$ cat config.mk
export PLATFORM = sky130hd
export DESIGN_NAME = bpm_window_scheduler_flat
export DESIGN_NICKNAME = d
export VERILOG_FILES = /design/src/rtl/elderly_pkg.sv /design/src/rtl/bpm_window_scheduler_if.sv /design/src/rtl/pulse_edge_sync.sv /design/src/rtl/bpm_window_scheduler.sv /design/src/flat_wrapper.sv
export SDC_FILE = /design/constraint.sdc
export NUM_CORES = 1
export LEC_CHECK = 0
export ABC_AREA = 1
export BUFFER_PORTS_ARGS = -buffer_cell sky130_fd_sc_hd__clkbuf_2
export CORE_MARGIN = 2
export CORE_UTILIZATION = 25
export CTS_CLUSTER_DIAMETER = 50
export DETAILED_ROUTE_END_ITERATION = 8
export PLACE_DENSITY_LB_ADDON = 0.15
export SLEW_MARGIN = 20
export SYNTH_ARGS = -nofsm -noshare
export SYNTH_HDL_FRONTEND = slang
export SYNTH_HIERARCHICAL = 1
export SYNTH_SLANG_ARGS = --single-unit
export TNS_END_PERCENT = 30
$ cat constraint.sdc
create_clock -name clk -period 2.5 [get_ports clk]
set_input_delay 0.5 -clock clk [delete_from_list [all_inputs] [get_ports clk]]
set_output_delay 0.5 -clock clk [all_outputs]
set_load 0.01 [all_outputs]
$ cat src/rtl/elderly_pkg.sv
// elderly_pkg: shared state enums, limits, defaults and saturating helper
package elderly_pkg;
    typedef enum logic {M_IDLE, M_RUN} main_state_t;
    typedef enum logic [1:0] {E_IDLE, E_WAIT, E_EVAL} eval_state_t;
    localparam logic [7:0] COUNT_MAX = 8'hFF;
    localparam logic [3:0] STREAK_MAX = 4'hF;
    localparam int DEF_TICKS_PER_SEC = 50_000_000;
    localparam int DEF_WINDOW_SEC = 15;
    localparam int DEF_BPM_LATENCY = 1;
    localparam int DEF_ALARM_WINDOWS = 3;
    function automatic logic [7:0] sat_add8(input logic [7:0] v, input logic inc);
        return (v == COUNT_MAX) ? v : v + {7'd0, inc};
    endfunction
endpackage

$ cat src/rtl/bpm_window_scheduler_if.sv
// bpm_window_scheduler_if: sensor, monitor and alert signals of the window scheduler
interface bpm_window_scheduler_if;
    logic       enable;
    logic       pulse_in;
    logic       bpm_state_in;
    logic       alarm_ack;
    logic [7:0] pulse_count;
    logic       count_valid;
    logic       window_active;
    logic [3:0] abnormal_streak;
    logic       alarm;
    modport master (
        input  enable, pulse_in, bpm_state_in, alarm_ack,
        output pulse_count, count_valid, window_active, abnormal_streak, alarm
    );
    modport slave (
        output enable, pulse_in, bpm_state_in, alarm_ack,
        input  pulse_count, count_valid, window_active, abnormal_streak, alarm
    );
endinterface

$ cat src/rtl/pulse_edge_sync.sv
// pulse_edge_sync: 2-FF synchronizer with registered rising-edge strobe
module pulse_edge_sync (
    input  logic clk,
    input  logic reset,
    input  logic async_in,
    output logic rise
);
    logic [2:0] sr;
    // sr[1:0] synchronize, sr[2] holds the previous synchronized level
    always_ff @(posedge clk or posedge reset) begin
        if (reset) begin
            sr <= '0;
            rise <= 1'b0;
        end else begin
            sr <= {sr[1:0], async_in};
            rise <= sr[1] & ~sr[2];
        end
    end
endmodule

$ cat src/rtl/bpm_window_scheduler.sv
// bpm_window_scheduler: timed pulse-count windows with verdict streak and sticky alarm
module bpm_window_scheduler
    import elderly_pkg::*;
#(
    parameter int TICKS_PER_SEC = DEF_TICKS_PER_SEC,
    parameter int WINDOW_SEC    = DEF_WINDOW_SEC,
    parameter int BPM_LATENCY   = DEF_BPM_LATENCY,
    parameter int ALARM_WINDOWS = DEF_ALARM_WINDOWS
) (
    input logic clk,
    input logic reset,
    bpm_window_scheduler_if.master bus
);
    localparam int WINDOW_CYCLES = TICKS_PER_SEC * WINDOW_SEC;
    localparam int TW = $clog2(WINDOW_CYCLES);
    localparam logic [TW-1:0] T_LAST = TW'(WINDOW_CYCLES - 1);
    localparam logic [3:0] LAT_LAST = 4'(BPM_LATENCY - 1);
    localparam logic [3:0] ALARM_TH = 4'(ALARM_WINDOWS);
    main_state_t m_state;
    eval_state_t e_state;
    logic [TW-1:0] timer;
    logic [7:0] edge_cnt, cnt_next, pulse_count;
    logic [3:0] wait_cnt, streak, streak_next;
    logic pulse_edge, terminal, count_valid, window_active, alarm, alarm_set;
    pulse_edge_sync u_sync (
        .clk(clk),
        .reset(reset),
        .async_in(bus.pulse_in),
        .rise(pulse_edge)
    );
    // window end, saturating count and streak update for the evaluation cycle
    always_comb begin
        terminal = timer == T_LAST;
        cnt_next = sat_add8(edge_cnt, pulse_edge);
        streak_next = bus.bpm_state_in ? ((streak == STREAK_MAX) ? STREAK_MAX : streak + 4'd1) : 4'd0;
        alarm_set = bus.enable && e_state == E_EVAL && streak_next >= ALARM_TH;
    end
    // main FSM: back-to-back windows, abort discards the open window
    always_ff @(posedge clk or posedge reset) begin
        if (reset) begin
            m_state <= M_IDLE;
            timer <= '0;
            edge_cnt <= '0;
            pulse_count <= '0;
            count_valid <= 1'b0;
            window_active <= 1'b0;
        end else begin
            count_valid <= 1'b0;
            if (m_state == M_IDLE) begin
                timer <= '0;
                edge_cnt <= '0;
                m_state <= bus.enable ? M_RUN : M_IDLE;
                window_active <= bus.enable;
            end else if (!bus.enable) begin
                m_state <= M_IDLE;
                window_active <= 1'b0;
            end else if (terminal) begin
                pulse_count <= cnt_next;
                edge_cnt <= '0;
                timer <= '0;
                count_valid <= 1'b1;
            end else begin
                edge_cnt <= cnt_next;
                timer <= timer + TW'(1);
            end
        end
    end
    // eval FSM: wait out monitor latency, fold verdict into streak and alarm
    always_ff @(posedge clk or posedge reset) begin
        if (reset) begin
            e_state <= E_IDLE;
            wait_cnt <= '0;
            streak <= '0;
            alarm <= 1'b0;
        end else begin
            if (!bus.enable) begin
                e_state <= E_IDLE;
                streak <= '0;
            end else if (e_state == E_IDLE) begin
                e_state <= count_valid ? E_WAIT : E_IDLE;
                wait_cnt <= '0;
            end else if (e_state == E_WAIT) begin
                e_state <= (wait_cnt == LAT_LAST) ? E_EVAL : E_WAIT;
                wait_cnt <= wait_cnt + 4'd1;
            end else begin
                e_state <= E_IDLE;
                streak <= streak_next;
            end
            alarm <= alarm_set ? 1'b1 : (bus.alarm_ack ? 1'b0 : alarm);
        end
    end
    assign bus.pulse_count = pulse_count;
    assign bus.count_valid = count_valid;
    assign bus.window_active = window_active;
    assign bus.abnormal_streak = streak;
    assign bus.alarm = alarm;
endmodule

$ cat src/flat_wrapper.sv
// flat-port wrapper written by rule: the top's interface ports become plain ports
module bpm_window_scheduler_flat import elderly_pkg::*;
#(
    parameter int TICKS_PER_SEC = DEF_TICKS_PER_SEC,
    parameter int WINDOW_SEC    = DEF_WINDOW_SEC,
    parameter int BPM_LATENCY   = DEF_BPM_LATENCY,
    parameter int ALARM_WINDOWS = DEF_ALARM_WINDOWS
)
  (clk, reset, bus_enable, bus_pulse_in, bus_bpm_state_in, bus_alarm_ack, bus_pulse_count, bus_count_valid, bus_window_active, bus_abnormal_streak, bus_alarm);
  bpm_window_scheduler_if bus_i ();
  input logic clk;
  input logic reset;
  input wire logic [$bits(bus_i.enable)-1:0] bus_enable;
  input wire logic [$bits(bus_i.pulse_in)-1:0] bus_pulse_in;
  input wire logic [$bits(bus_i.bpm_state_in)-1:0] bus_bpm_state_in;
  input wire logic [$bits(bus_i.alarm_ack)-1:0] bus_alarm_ack;
  output wire logic [$bits(bus_i.pulse_count)-1:0] bus_pulse_count;
  output wire logic [$bits(bus_i.count_valid)-1:0] bus_count_valid;
  output wire logic [$bits(bus_i.window_active)-1:0] bus_window_active;
  output wire logic [$bits(bus_i.abnormal_streak)-1:0] bus_abnormal_streak;
  output wire logic [$bits(bus_i.alarm)-1:0] bus_alarm;
  assign bus_i.enable = bus_enable;
  assign bus_i.pulse_in = bus_pulse_in;
  assign bus_i.bpm_state_in = bus_bpm_state_in;
  assign bus_i.alarm_ack = bus_alarm_ack;
  assign bus_pulse_count = bus_i.pulse_count;
  assign bus_count_valid = bus_i.count_valid;
  assign bus_window_active = bus_i.window_active;
  assign bus_abnormal_streak = bus_i.abnormal_streak;
  assign bus_alarm = bus_i.alarm;
  bpm_window_scheduler #(.TICKS_PER_SEC(TICKS_PER_SEC), .WINDOW_SEC(WINDOW_SEC), .BPM_LATENCY(BPM_LATENCY), .ALARM_WINDOWS(ALARM_WINDOWS)) u_core (.clk(clk), .reset(reset), .bus(bus_i));
endmodule
==> results of run 1 <==
==> how the worst min path moves through the flow <==
| stage | startpoint | endpoint | slack, ns | depth (start not counted) |
|---|---|---|---|---|
| 2_1_floorplan | reset | u_core/u_sync/rise | 0.27 | 1 |
| 3_3_place_gp | u_core/u_sync/sr[0] | u_core/u_sync/sr[1] | 0.35 | 0 |
| 3_5_place_dp | u_core/u_sync/sr[0] | u_core/u_sync/sr[1] | 0.34 | 0 |
| 4_1_cts | reset | u_core/u_sync/sr[1] | 0.03 | 2 |
| 5_1_grt | reset | u_core/u_sync/sr[2] | 0.04 | 2 |
| 6_report | reset | u_core/u_sync/sr[2] | 0.03 | 2 |
==> power by group through the flow <==
| stage | combinational, mW | clock, mW | sequential (mW) |
|---|---|---|---|
| after detailed placement | 0.0909 | 0 | 1.07 |
| after global placement | 0.0900 | 0 | 1.07 |
| final | 0.0871 | 1.40 | 1.06 |
| after floorplan | 0.0577 | 0 | 1.07 |
| after global routing | 0.102 | 1.48 | 1.06 |
| after CTS | 0.0912 | 1.45 | 1.06 |
==> cells by family (layout without fill, tap and decap cells) <==
logic type / count (synthesis) / count (layout) / synth area share (%)
xor gates and xnor gates: 12 / 12 / 2.90
buffers and inverters: 68 / 101 / 7.60
and+or+nand+nor: 264 / 264 / 32.8
AOI/OAI and AO/OA: 62 / 62 / 10.5
adders and majority gates: 6 / 6 / 2.07
DFF: 64 / 64 / 44.2
==> layout by cell type (no fill, tap or decap), drive strengths merged, types with 2 or more instances in the layout <==
cell type / n
inv: 60
buf: 4
clkbuf: 30
and2: 2
clkinv: 3
nor3: 3
bufinv: 2
dfrtp: 64
ha: 6
nand4: 9
o211ai: 2
o21ai: 31
o22ai: 13
nand2: 145
a21oi: 10
clkinvlp: 2
nand3: 35
nor2: 68
xor2: 11
==> sequential cells by signal, indices dropped and copies added, names as in the netlist <==
signal / cells
u_core/u_sync/rise: 1
u_core/wait_cnt: 4
u_core/e_state: 2
u_core/bus.count_valid: 1
u_core/u_sync/sr: 3
u_core/bus.abnormal_streak: 4
u_core/timer: 30
u_core/bus.pulse_count: 8
u_core/edge_cnt: 8
u_core/m_state: 1
u_core/bus.window_active: 1
u_core/bus.alarm: 1
==> stage by stage <==
stage                     power (mW)  cell area (um^2)  cells
after floorplan                 1.13              3620    476
after CTS                       2.59              4260    689
final                           2.54              4260    689
after global routing            2.64              4260    689
after detailed placement        1.17              3930    673
after global placement          1.16              3930    673
==> cell type report <==
cell class | count | share of cell area [%]
Inverter | 61 | 5.37
Sequential cell | 64 | 37.6
Timing Repair Buffer | 24 | 3.05
Clock inverter | 6 | 2.17
Tap cell | 180 | 5.28
Multi-Input combinational cell | 344 | 41.0
Clock buffer | 10 | 5.60
==> routing by layer <==
layer	track usage (%)	vias up
li1	-	1588
met1	17.7	1466
met2	18.9	41
met3	3.18	11
met4	4.49	0
met5	0	-
==> Flow_metrics.wiki, run 1 <==
{| class="wikitable"
! Metric !! Value
|-
| Initial drt markers || 154
|-
| Worst setup path endpoint || u_core/timer[7]
|-
| Critical path data required time || 2.68 ns
|-
| Number of setup violations in the final report || 0
|-
| Endpoint kind of the worst setup timing path || flip-flop
|-
| Width of the chip || 124 um
|-
| 1st-pass router iterations || 4
|-
| Clk_lat worst skew || 0.34 ns
|-
| Summed instance area of the synthesized netlist || 3620 um^2
|-
| Levels on crit path || 8
|-
| Fraction of registers with async set/reset || 100%
|-
| Setup slack on the worst flop-to-flop path || 0.61 ns
|-
| Average footprint of a synthesized cell || 7.61 um^2
|-
| Critical path start-end classification || reg2reg
|-
| Worst path max stage delay || 0.45 ns
|-
| Min Hold Slack || 0.0342 ns
|-
| Length in cells of the worst reg-to-reg path || 8
|-
| Post_cts resized || 0
|-
| Multi-input logic area || 1750 um^2
|-
| DR WL met3 || 351 um
|-
| Average vias per placed instance || 4.51
|-
| Boundary pin count || 21
|-
| Max capacitance violation total || 0
|-
| Clock Power Share || 55.1%
|-
| Maximum number of pins on one net before global-route repair || 24
|-
| Top_reg_cell synth || sky130_fd_sc_hd__dfrtp_1
|-
| Startpoint of the most critical setup path || u_core/timer[1]
|-
| TritonCTS clock tree || done
|-
| Reg2Reg Launch Point || u_core/timer[1]
|-
| Endpoint of the worst-slack reg-to-reg timing path || u_core/timer[7]
|-
| RSZ-0062 raised after global routing || no
|-
| Total negative slack || 0 ns
|-
| Portion of the clock cycle consumed by the worst path in the final layout || 75.7%
|-
| Via count of the first global-routing pass || 3,093
|-
| Cell class contributing the biggest share of worst-path delay || simple AND/OR/NAND/NOR gates
|-
| DRT met1 WL || 4610 um
|-
| Max-slew headroom || 57.5%
|-
| Combinational cell fraction of total power || 3.4%
|-
| Sequential cell fraction of total power || 41.5%
|-
| Crit path DAT || 2.08 ns
|-
| Count of state elements after synthesis || 64
|-
| Critical path buffer and inverter count || 1
|-
| Most frequent cells after synthesis || sky130_fd_sc_hd__nand2_1 (134), sky130_fd_sc_hd__dfrtp_1 (64), sky130_fd_sc_hd__nor2_1 (56)
|-
| Gate count after technology mapping || 476
|-
| Status || finished, final reports clean
|-
| Maximum buffer depth of the clock tree || 2
|-
| Cell internal power dissipation || 1.97 mW
|-
| Floorplan Core Area || 14,000 um^2
|-
| Distinct cell type count of the synthesized netlist || 40
|-
| WL met2 || 4020 um
|-
| DR WL/cell || 13.3 um
|-
| Worst-case setup slack after placement || 0.554 ns
|-
| Top post-synthesis cells by area || sky130_fd_sc_hd__dfrtp_1 (44%), sky130_fd_sc_hd__nand2_1 (14%), sky130_fd_sc_hd__nor2_1 (5.8%)
|-
| Net Switching || 0.575 mW
|-
| Estimated wirelength of the detail-placed design || 6640 um
|-
| Min setup slack post-route || 0.607 ns
|-
| Top cell type's share of synthesized area || 44.2%
|-
| Number of buffers inserted to repair setup after CTS || 0
|-
| Total overflow reported by the global router || 0
|-
| Cell-by-cell listing of the critical path || ha_1 > nand2_2 > nor2_2 > inv_1 > nor2_1 > nand2_1 > nand2_1 > o22ai_1
|-
| Final core occ || 30.4%
|-
| Static leakage || 1.93 nW
|-
| Critical path fanouts, max || 15
|-
| Synthesized Nets || 488
|-
| Row Count || 43
|-
| Layout-stage area growth over the synthesis result || 17.7%
|-
| Min Clock Period, post-route || 1.89 ns
|-
| Sequential cell area || 1600 um^2
|-
| DR vias || 3,106
|-
| First-pass GRT wire length || 15,800 um
|-
| Warnings from Yosys || 6
|-
| Share of synthesized area occupied by flip-flops and latches || 44.2%
|-
| Depth of the CTS H-tree || 3
|-
| Post-Route WL || 9140 um
|-
| Number of nets in the layout || 516
|-
| Hold buffers post-CTS || 0
|-
| Proportion of total power due to net switching || 22.6%
|-
| Tot GR Track Use || 12.7%
|-
| Final Hold Vio Count || 0
|-
| Area of the die || 15,500 um^2
|-
| Uppermost layer routed || met4
|-
| Clock skew || 0.00312 ns
|-
| Master of the slowest instance on the critical path || sky130_fd_sc_hd__nand2_1
|-
| Most repeated library cell on the critical path || sky130_fd_sc_hd__nand2_1
|-
| Inserted Clock Buffers || 9
|-
| Layout filler cell count || 1,517
|-
| Effective utilization at floorplan || 25.8%
|-
| DRC violations left || 0
|-
| Number of port buffers || 20
|-
| Worst setup SP type || flip-flop
|-
| Worst hold-check path type || in2async
|-
| Root Buffer Master || sky130_fd_sc_hd__clkbuf_16
|-
| Post-synth EDFFs || 0
|-
| Max frequency || 528 MHz
|-
| ANT nets after route || 0
|-
| Final weighted congestion of routability-driven global placement || 0.815
|-
| Most used standard cell by instance count after synthesis || sky130_fd_sc_hd__nand2_1
|-
| Tightest Pin Transition || 0.636 ns
|-
| Y dimension of the die || 124 um
|-
| Total inserted antenna cells || 0
|-
| Total count of max-transition violations in the final report || 0
|-
| Antenna violations before repair || 0
|-
| Power Dens Cells || 597 nW/um^2
|-
| Top cell type by total area after synthesis || sky130_fd_sc_hd__dfrtp_1
|-
| Ratio of cells with drive above 1 in the final layout || 16.7%
|-
| VDD IR max || 0.423 mV
|-
| Total number of clock tree sinks || 64
|-
| Clock-pin slew on the worst setup and hold paths || 0.06 ns
|}
Note: power is estimated with default switching activity, not from simulation.
==> inputs of run 2 (changes only) <==
- ABC_AREA: 1 -> 0
- clock period: 2.5 -> 1.7 ns (I/O delays scaled with it)
==> Flow_metrics.wiki, run 2 <==
{| class="wikitable"
! Metric !! Value
|-
| Status || complete, but fails checks
|-
| Failing checks || negative setup slack
|-
| DRC violations left || 0
|-
| Summed instance area of the synthesized netlist || 3410 um^2
|-
| ANT nets after route || 0
|-
| Synthesized Nets || 388
|-
| Maximum buffer depth of the clock tree || 2
|-
| Min-delay src || bus_pulse_in
|-
| Number of setup violations in the final report || 43
|-
| Final weighted congestion of routability-driven global placement || 0.782
|-
| Master of the slowest instance on the critical path || sky130_fd_sc_hd__or4_4
|-
| Static leakage || 2.09 nW
|-
| Most used standard cell by instance count after synthesis || sky130_fd_sc_hd__dfrtp_1
|-
| Tightest Pin Transition || 0.487 ns
|-
| Power Dens Cells || 757 nW/um^2
|-
| Fraction of registers with async set/reset || 100%
|-
| Number of buffers inserted to repair setup after CTS || 0
|-
| DR vias || 3,102
|-
| Share of synthesized area occupied by flip-flops and latches || 47.0%
|-
| Max-slew headroom || 67.4%
|-
| Largest registers || u_core/timer (30), u_core/bus.pulse_count (8), u_core/edge_cnt (8)
|-
| Total number of clock tree sinks || 64
|-
| VDD IR max || 0.369 mV
|-
| Min Hold Slack || 0.105 ns
|-
| Complex-gate fraction of the synthesized area || 18.7%
|-
| Post-Route WL || 9470 um
|-
| End point of the most critical hold path || u_core/u_sync/sr[0]
|-
| Layout-stage area growth over the synthesis result || 36.9%
|-
| Root Buffer Master || sky130_fd_sc_hd__clkbuf_16
|-
| TritonCTS clock tree || done
|-
| 1st-pass router iterations || 4
|-
| Average vias per placed instance || 4.82
|-
| Top post-synthesis cells by area || sky130_fd_sc_hd__dfrtp_1 (47%), sky130_fd_sc_hd__o21ai_0 (4.4%), sky130_fd_sc_hd__nand3_1 (4.1%)
|-
| Area of the die || 14,600 um^2
|-
| Setup slack on the worst flop-to-flop path || -0.24 ns
|-
| Number of port buffers || 20
|-
| Via count of the first global-routing pass || 3,121
|-
| Cells on Worst Hold Path || 1
|-
| Count of state elements after synthesis || 64
|-
| First-pass GRT wire length || 16,000 um
|-
| Distinct cell type count of the synthesized netlist || 55
|-
| Worst hold-check path type || in2reg
|-
| Critical path start-end classification || reg2reg
|-
| Floorplan Core Area || 13,300 um^2
|-
| Most frequent cells after synthesis || sky130_fd_sc_hd__dfrtp_1 (64), sky130_fd_sc_hd__nand2_1 (37), sky130_fd_sc_hd__o21ai_0 (30)
|-
| Endpoint kind of the worst setup timing path || flip-flop
|-
| DR WL/cell || 14.7 um
|-
| Xor-xnor portion of the synthesized cell area || 1.54%
|-
| Top cell type's share of synthesized area || 47.0%
|-
| Final Hold Vio Count || 0
|-
| Number of flip-flops in the largest register || 30
|-
| Crit path DAT || 2.17 ns
|-
| Boundary pin count || 21
|-
| Worst setup SP type || flip-flop
|-
| Gate count after technology mapping || 376
|-
| Total overflow reported by the global router || 0
|-
| Ratio of cells with drive above 1 in the final layout || 28.6%
|-
| Width of the chip || 121 um
|-
| Inserted Clock Buffers || 9
|-
| Max frequency || 514 MHz
|-
| Max capacitance violation total || 0
|-
| Initial drt markers || 160
|-
| Min Clock Period, post-route || 1.94 ns
|-
| Overall power after layout || 3.53 mW
|-
| Y dimension of the die || 121 um
|-
| Reg with most FFs || u_core/timer
|-
| Worst-case setup slack after placement || -0.256 ns
|-
| Clock skew || 0.00788 ns
|-
| Total inserted antenna cells || 0
|-
| Layout filler cell count || 1,365
|-
| Multiplexer fraction of the synthesized cell area || 1.17%
|-
| Portion of the clock cycle consumed by the worst path in the final layout || 114%
|-
| Clk_lat worst skew || 0.34 ns
|-
| Maximum number of pins on one net before global-route repair || 61
|-
| Antenna violations before repair || 0
|-
| Depth of the CTS H-tree || 3
|-
| Most frequent cells in the layout || sky130_fd_sc_hd__dfrtp_1 (63), sky130_fd_sc_hd__buf_4 (62), sky130_fd_sc_hd__nand2_1 (37), sky130_fd_sc_hd__nand3_1 (28)
|-
| Top_reg_cell synth || sky130_fd_sc_hd__dfrtp_1
|-
| Commonest non-fill, non-tap cell in the layout || sky130_fd_sc_hd__dfrtp_1
|-
| Post-Synth Simple-Gate Area || 24.9%
|-
| Top cell type by total area after synthesis || sky130_fd_sc_hd__dfrtp_1
|-
| Critical path data required time || 1.93 ns
|-
| Fraction of the mapped netlist area in adder cells || 2.20%
|-
| Cell-by-cell listing of the critical path || nand4bb_4 > or4_4 > o21ai_4 > buf_12 > buf_6 > nor3_2 > o21bai_4
|-
| Largest family of logic cells by synthesized area || simple AND/OR/NAND/NOR gates
|-
| Worst path max stage delay || 0.57 ns
|-
| RSZ-0062 raised after global routing || yes
|-
| Min setup slack post-route || -0.244 ns
|-
| Multi-input logic area || 1770 um^2
|-
| Row Count || 42
|-
| Warnings from Yosys || 6
|-
| Post-synth EDFFs || 0
|-
| Average footprint of a synthesized cell || 9.06 um^2
|-
| Tot GR Track Use || 14.1%
|-
| Sequential cell area || 1600 um^2
|-
| Critical path fanouts, max || 13
|-
| Reg2Reg Launch Point || u_core/timer[28]
|-
| Length in cells of the worst reg-to-reg path || 7
|-
| Endpoint of the worst-slack reg-to-reg timing path || u_core/timer[12]
|-
| Estimated wirelength of the detail-placed design || 6600 um
|-
| Number of nets in the layout || 475
|-
| Total count of max-transition violations in the final report || 0
|-
| Clock-pin slew on the worst setup and hold paths || 0.05 ns
|-
| Effective utilization at floorplan || 25.6%
|}
run 2: cell types whose count changed after synthesis, sizes merged, moves of 10 or more:
cell and change:
o22ai -10, nor2 -44, a21oi +13, inv -42
a31oi +14, clkbuf +11, nand2 -108
run 2: worst max path at each step:
stage                                start               end  cells after the start
after floorplan            u_core/timer[7]  u_core/timer[12]                      6
after CTS                  u_core/timer[7]  u_core/timer[12]                      7
after global placement     u_core/timer[1]  u_core/timer[27]                      7
after detailed placement   u_core/timer[7]  u_core/timer[12]                      7
after global routing       u_core/timer[0]  u_core/timer[12]                      8
final                     u_core/timer[28]  u_core/timer[12]                      7
run 2: repair_timing:
| item | CTS | global route |
|---|---|---|
| hold buffers | 1 | 0 |
| gates resized for setup | 9 | 13 |
| pin swaps | 0 | 2 |
| cloned | 0 | 0 |
| hold endpoints to repair | 4 | 0 |
| setup endpoints to repair | 44 | 45 |
run 2: cell type report:
| cell class | instances | area share, % |
|---|---|---|
| clock inverter | 5 | 0.697 |
| inverter | 18 | 1.45 |
| multi-input combinational | 277 | 37.9 |
| timing repair buffer | 93 | 15.7 |
| clock buffer | 11 | 5.20 |
| tap | 176 | 4.72 |
| sequential | 64 | 34.4 |
run 2: kinds of logic after synthesis:
kind of cell / count (synthesis)
XOR/XNOR: 6
flip-flops: 64
multiplexers: 4
AO/OA/AOI/OAI: 104
AND/OR/NAND/NOR: 157
buffers and inverters: 35
adder cells (fa/ha/maj): 6
run 2: where the power goes:
| part | internal, mW | total [mW] | switching [mW] | leakage, nW |
|---|---|---|---|---|
| sequential | 1.54 | 1.57 | 0.0229 | 0.879 |
| combinational | 0.105 | 0.240 | 0.136 | 1.08 |
| clock | 1.02 | 1.72 | 0.702 | 0.128 |
run 2: critical path: cells and delay by family (launching register included):
family                 cells  cell delay, ns
flip-flops                 1            0.38
buffers and inverters      2            0.29
AND/OR/NAND/NOR            3            0.82
AO/OA/AOI/OAI              2            0.34
run 2: routing by layer:
metal	vias to the layer above	wire length, um	GRT usage (%)
met1	1508	4630	18.6
met3	12	227	2.64
met5	-	0	0
li1	1545	-	-
met4	0	189	6.47
met2	37	4420	22.4
run 2: per-stage QoR:
| stage | utilization, % | TNS, ns | instance area (um^2) | instances |
|---|---|---|---|---|
| after floorplan | - | -10.83 | 3450 | 376 |
| after global placement | 32.2 | -5.48 | 4280 | 627 |
| after detailed placement | 32.2 | -5.39 | 4280 | 627 |
| after CTS | 34.7 | -4.84 | 4610 | 644 |
| after global routing | 35.1 | -10.0 | 4660 | 644 |
| final | 35.1 | -4.58 | 4660 | 644 |
==> inputs of run 3 (changes only) <==
- CELL_PAD_IN_SITES_DETAIL_PLACEMENT: unset -> 1
- CELL_PAD_IN_SITES_GLOBAL_PLACEMENT: unset -> 1
- CORE_ASPECT_RATIO: unset -> 1.2
- GPL_TIMING_DRIVEN: unset -> 0
==> Flow_metrics.wiki, run 3 (synthesis gave the netlist of run 2 again) <==
{| class="wikitable"
! Metric !! Value
|-
| Inserted Clock Buffers || 9
|-
| Maximum buffer depth of the clock tree || 2
|-
| Clock skew || 0.00586 ns
|-
| Final std cells w/o fill || 601
|-
| Number of port buffers || 20
|-
| Min setup slack post-route || -0.274 ns
|-
| Most frequent cells in the layout || sky130_fd_sc_hd__dfrtp_1 (52), sky130_fd_sc_hd__nand2_1 (31), sky130_fd_sc_hd__nand3_1 (27), sky130_fd_sc_hd__clkbuf_2 (21), sky130_fd_sc_hd__nor2_1 (20)
|-
| Total number of clock tree sinks || 64
|-
| Critical path fanouts, max || 10
|-
| Max frequency || 507 MHz
|-
| Cells on Worst Hold Path || 1
|-
| Worst hold-check path type || in2reg
|-
| 1st-pass router iterations || 4
|-
| VDD IR max || 0.383 mV
|-
| Clk_lat worst skew || 0.33 ns
|-
| Endpoint of the worst-slack reg-to-reg timing path || u_core/timer[25]
|-
| Uppermost layer routed || met4
|-
| Boundary pin count || 21
|-
| Total overflow reported by the global router || 0
|-
| Tightest Pin Transition || 0.574 ns
|-
| Total inserted antenna cells || 0
|-
| Crit path DAT || 2.19 ns
|-
| Min Clock Period, post-route || 1.97 ns
|-
| Commonest non-fill, non-tap cell in the layout || sky130_fd_sc_hd__dfrtp_1
|-
| Min-delay src || bus_pulse_in
|-
| DRC violations left || 0
|-
| Layout filler cell count || 1,562
|-
| Max capacitance violation total || 0
|-
| Portion of the clock cycle consumed by the worst path in the final layout || 116%
|-
| Cell Count Post-Placement || 565
|-
| Setup slack on the worst flop-to-flop path || -0.27 ns
|-
| DR WL met3 || 276 um
|-
| Largest registers || u_core/timer (30), u_core/bus.pulse_count (8), u_core/edge_cnt (8)
|-
| DR vias || 3,170
|-
| Initial drt markers || 180
|-
| Final Hold Vio Count || 0
|-
| First-pass GRT wire length || 18,200 um
|-
| Reg2Reg Launch Point || u_core/timer[7]
|-
| Antenna violations before repair || 0
|-
| Depth of the CTS H-tree || 3
|-
| Final core occ || 34.2%
|-
| Row Count || 46
|-
| RSZ-0062 raised after global routing || yes
|-
| Area of the die || 14,600 um^2
|-
| DR WL/cell || 18.4 um
|-
| Effective utilization at floorplan || 25.6%
|-
| Reg with most FFs || u_core/timer
|-
| Length in cells of the worst reg-to-reg path || 6
|-
| Tot GR Track Use || 15.8%
|-
| ANT nets after route || 0
|-
| Worst setup SP type || flip-flop
|-
| Estimated wirelength of the detail-placed design || 7260 um
|-
| Clock-pin slew on the worst setup and hold paths || 0.06 ns
|-
| Number of nets in the layout || 440
|-
| Via count of the first global-routing pass || 3,338
|-
| Post-Route WL || 11,000 um
|-
| Ratio of cells with drive above 1 in the final layout || 29.3%
|-
| TritonCTS clock tree || done
|-
| Floorplan Core Area || 13,300 um^2
|-
| Layout-stage area growth over the synthesis result || 33.3%
|-
| Number of setup violations in the final report || 45
|-
| DRT met1 WL || 4790 um
|-
| Average vias per placed instance || 5.27
|-
| End point of the most critical hold path || u_core/u_sync/sr[0]
|-
| WL met2 || 5750 um
|-
| Maximum number of pins on one net before global-route repair || 38
|-
| Width of the chip || 111 um
|-
| Max-slew headroom || 61.5%
|-
| Y dimension of the die || 132 um
|-
| Failing checks || negative setup slack
|-
| Final weighted congestion of routability-driven global placement || 0.761
|-
| Endpoint kind of the worst setup timing path || flip-flop
|-
| Critical path data required time || 1.91 ns
|-
| Static leakage || 1.92 nW
|-
| Power Dens Cells || 816 nW/um^2
|-
| Status || complete, but fails checks
|-
| Root Buffer Master || sky130_fd_sc_hd__clkbuf_16
|-
| Critical path start-end classification || reg2reg
|-
| Number of flip-flops in the largest register || 30
|-
| Total count of max-transition violations in the final report || 0
|}
[run 3: report_power, final]
group,switching [mW],internal (mW)
registers,0.0283,1.55
logic,0.146,0.0833
clock network,0.692,1.21
total,0.866,2.84
[run 3: final cells by class]
type                            count  area, um^2  area share (%)
Timing Repair Buffer               41         295            6.50
Clock buffer                       13         260            5.73
Buffer                             16         140            3.08
Sequential cell                    64        1620            35.6
Tap cell                          168         210            4.63
Multi-Input combinational cell    278        1910            42.1
Inverter                           18        70.1            1.54
Clock inverter                      3        40.0           0.881
[run 3: layer usage]
| layer | up-vias | GRT usage (%) |
|---|---|---|
| met5 | - | 0 |
| li1 | 1486 | - |
| met3 | 18 | 2.67 |
| met4 | 0 | 6.53 |
| met1 | 1611 | 19.5 |
| met2 | 55 | 27.3 |
[run 3: worst max-delay path by stage]
stage / from / endpoint / slack (ns) / cells after the start
global route: u_core/timer[1] / u_core/edge_cnt[3] / -0.34 / 7
global placement: reset / u_core/bus.window_active / -1.21 / 2
detailed placement: u_core/timer[0] / u_core/bus.pulse_count[1] / -0.76 / 7
finish: u_core/timer[7] / u_core/timer[25] / -0.27 / 6
floorplan: u_core/timer[7] / u_core/timer[12] / -0.16 / 6
CTS: u_core/timer[7] / u_core/edge_cnt[3] / -0.28 / 6
[run 3: metrics by stage]
stage               power [mW]  worst slack [ns]  setup TNS (ns)  cell area [um^2]  hold slack, ns
global placement          1.77             -1.21          -97.53              3760           0.216
global route              3.86            -0.337          -11.19              4540           0.102
CTS                       3.77            -0.279           -6.37              4470           0.102
finish                    3.71            -0.274           -6.89              4540           0.115
detailed placement        1.79            -0.756          -26.55              3780           0.262
floorplan                 1.71            -0.158          -10.83              3450           0.106
[run 3: timing repair]
item | CTS | global route
cloned | 6 | 0
hold buffers | 1 | 0
pin swaps | 17 | 10
resized for setup | 71 | 22
endpoints found under the setup margin | 45 | 45
endpoints found under the hold margin | 4 | 0
buffers inserted | 12 | 2
[run 3: critical path, stage by stage, from the launching register on]
cell and delay (ns):
sky130_fd_sc_hd__dfrtp_2 0.41, sky130_fd_sc_hd__nand4bb_4 0.25, sky130_fd_sc_hd__or4_4 0.56, sky130_fd_sc_hd__o21ai_4 0.21
sky130_fd_sc_hd__buf_6 0.21, sky130_fd_sc_hd__nor3_2 0.05, sky130_fd_sc_hd__o21bai_1 0.15
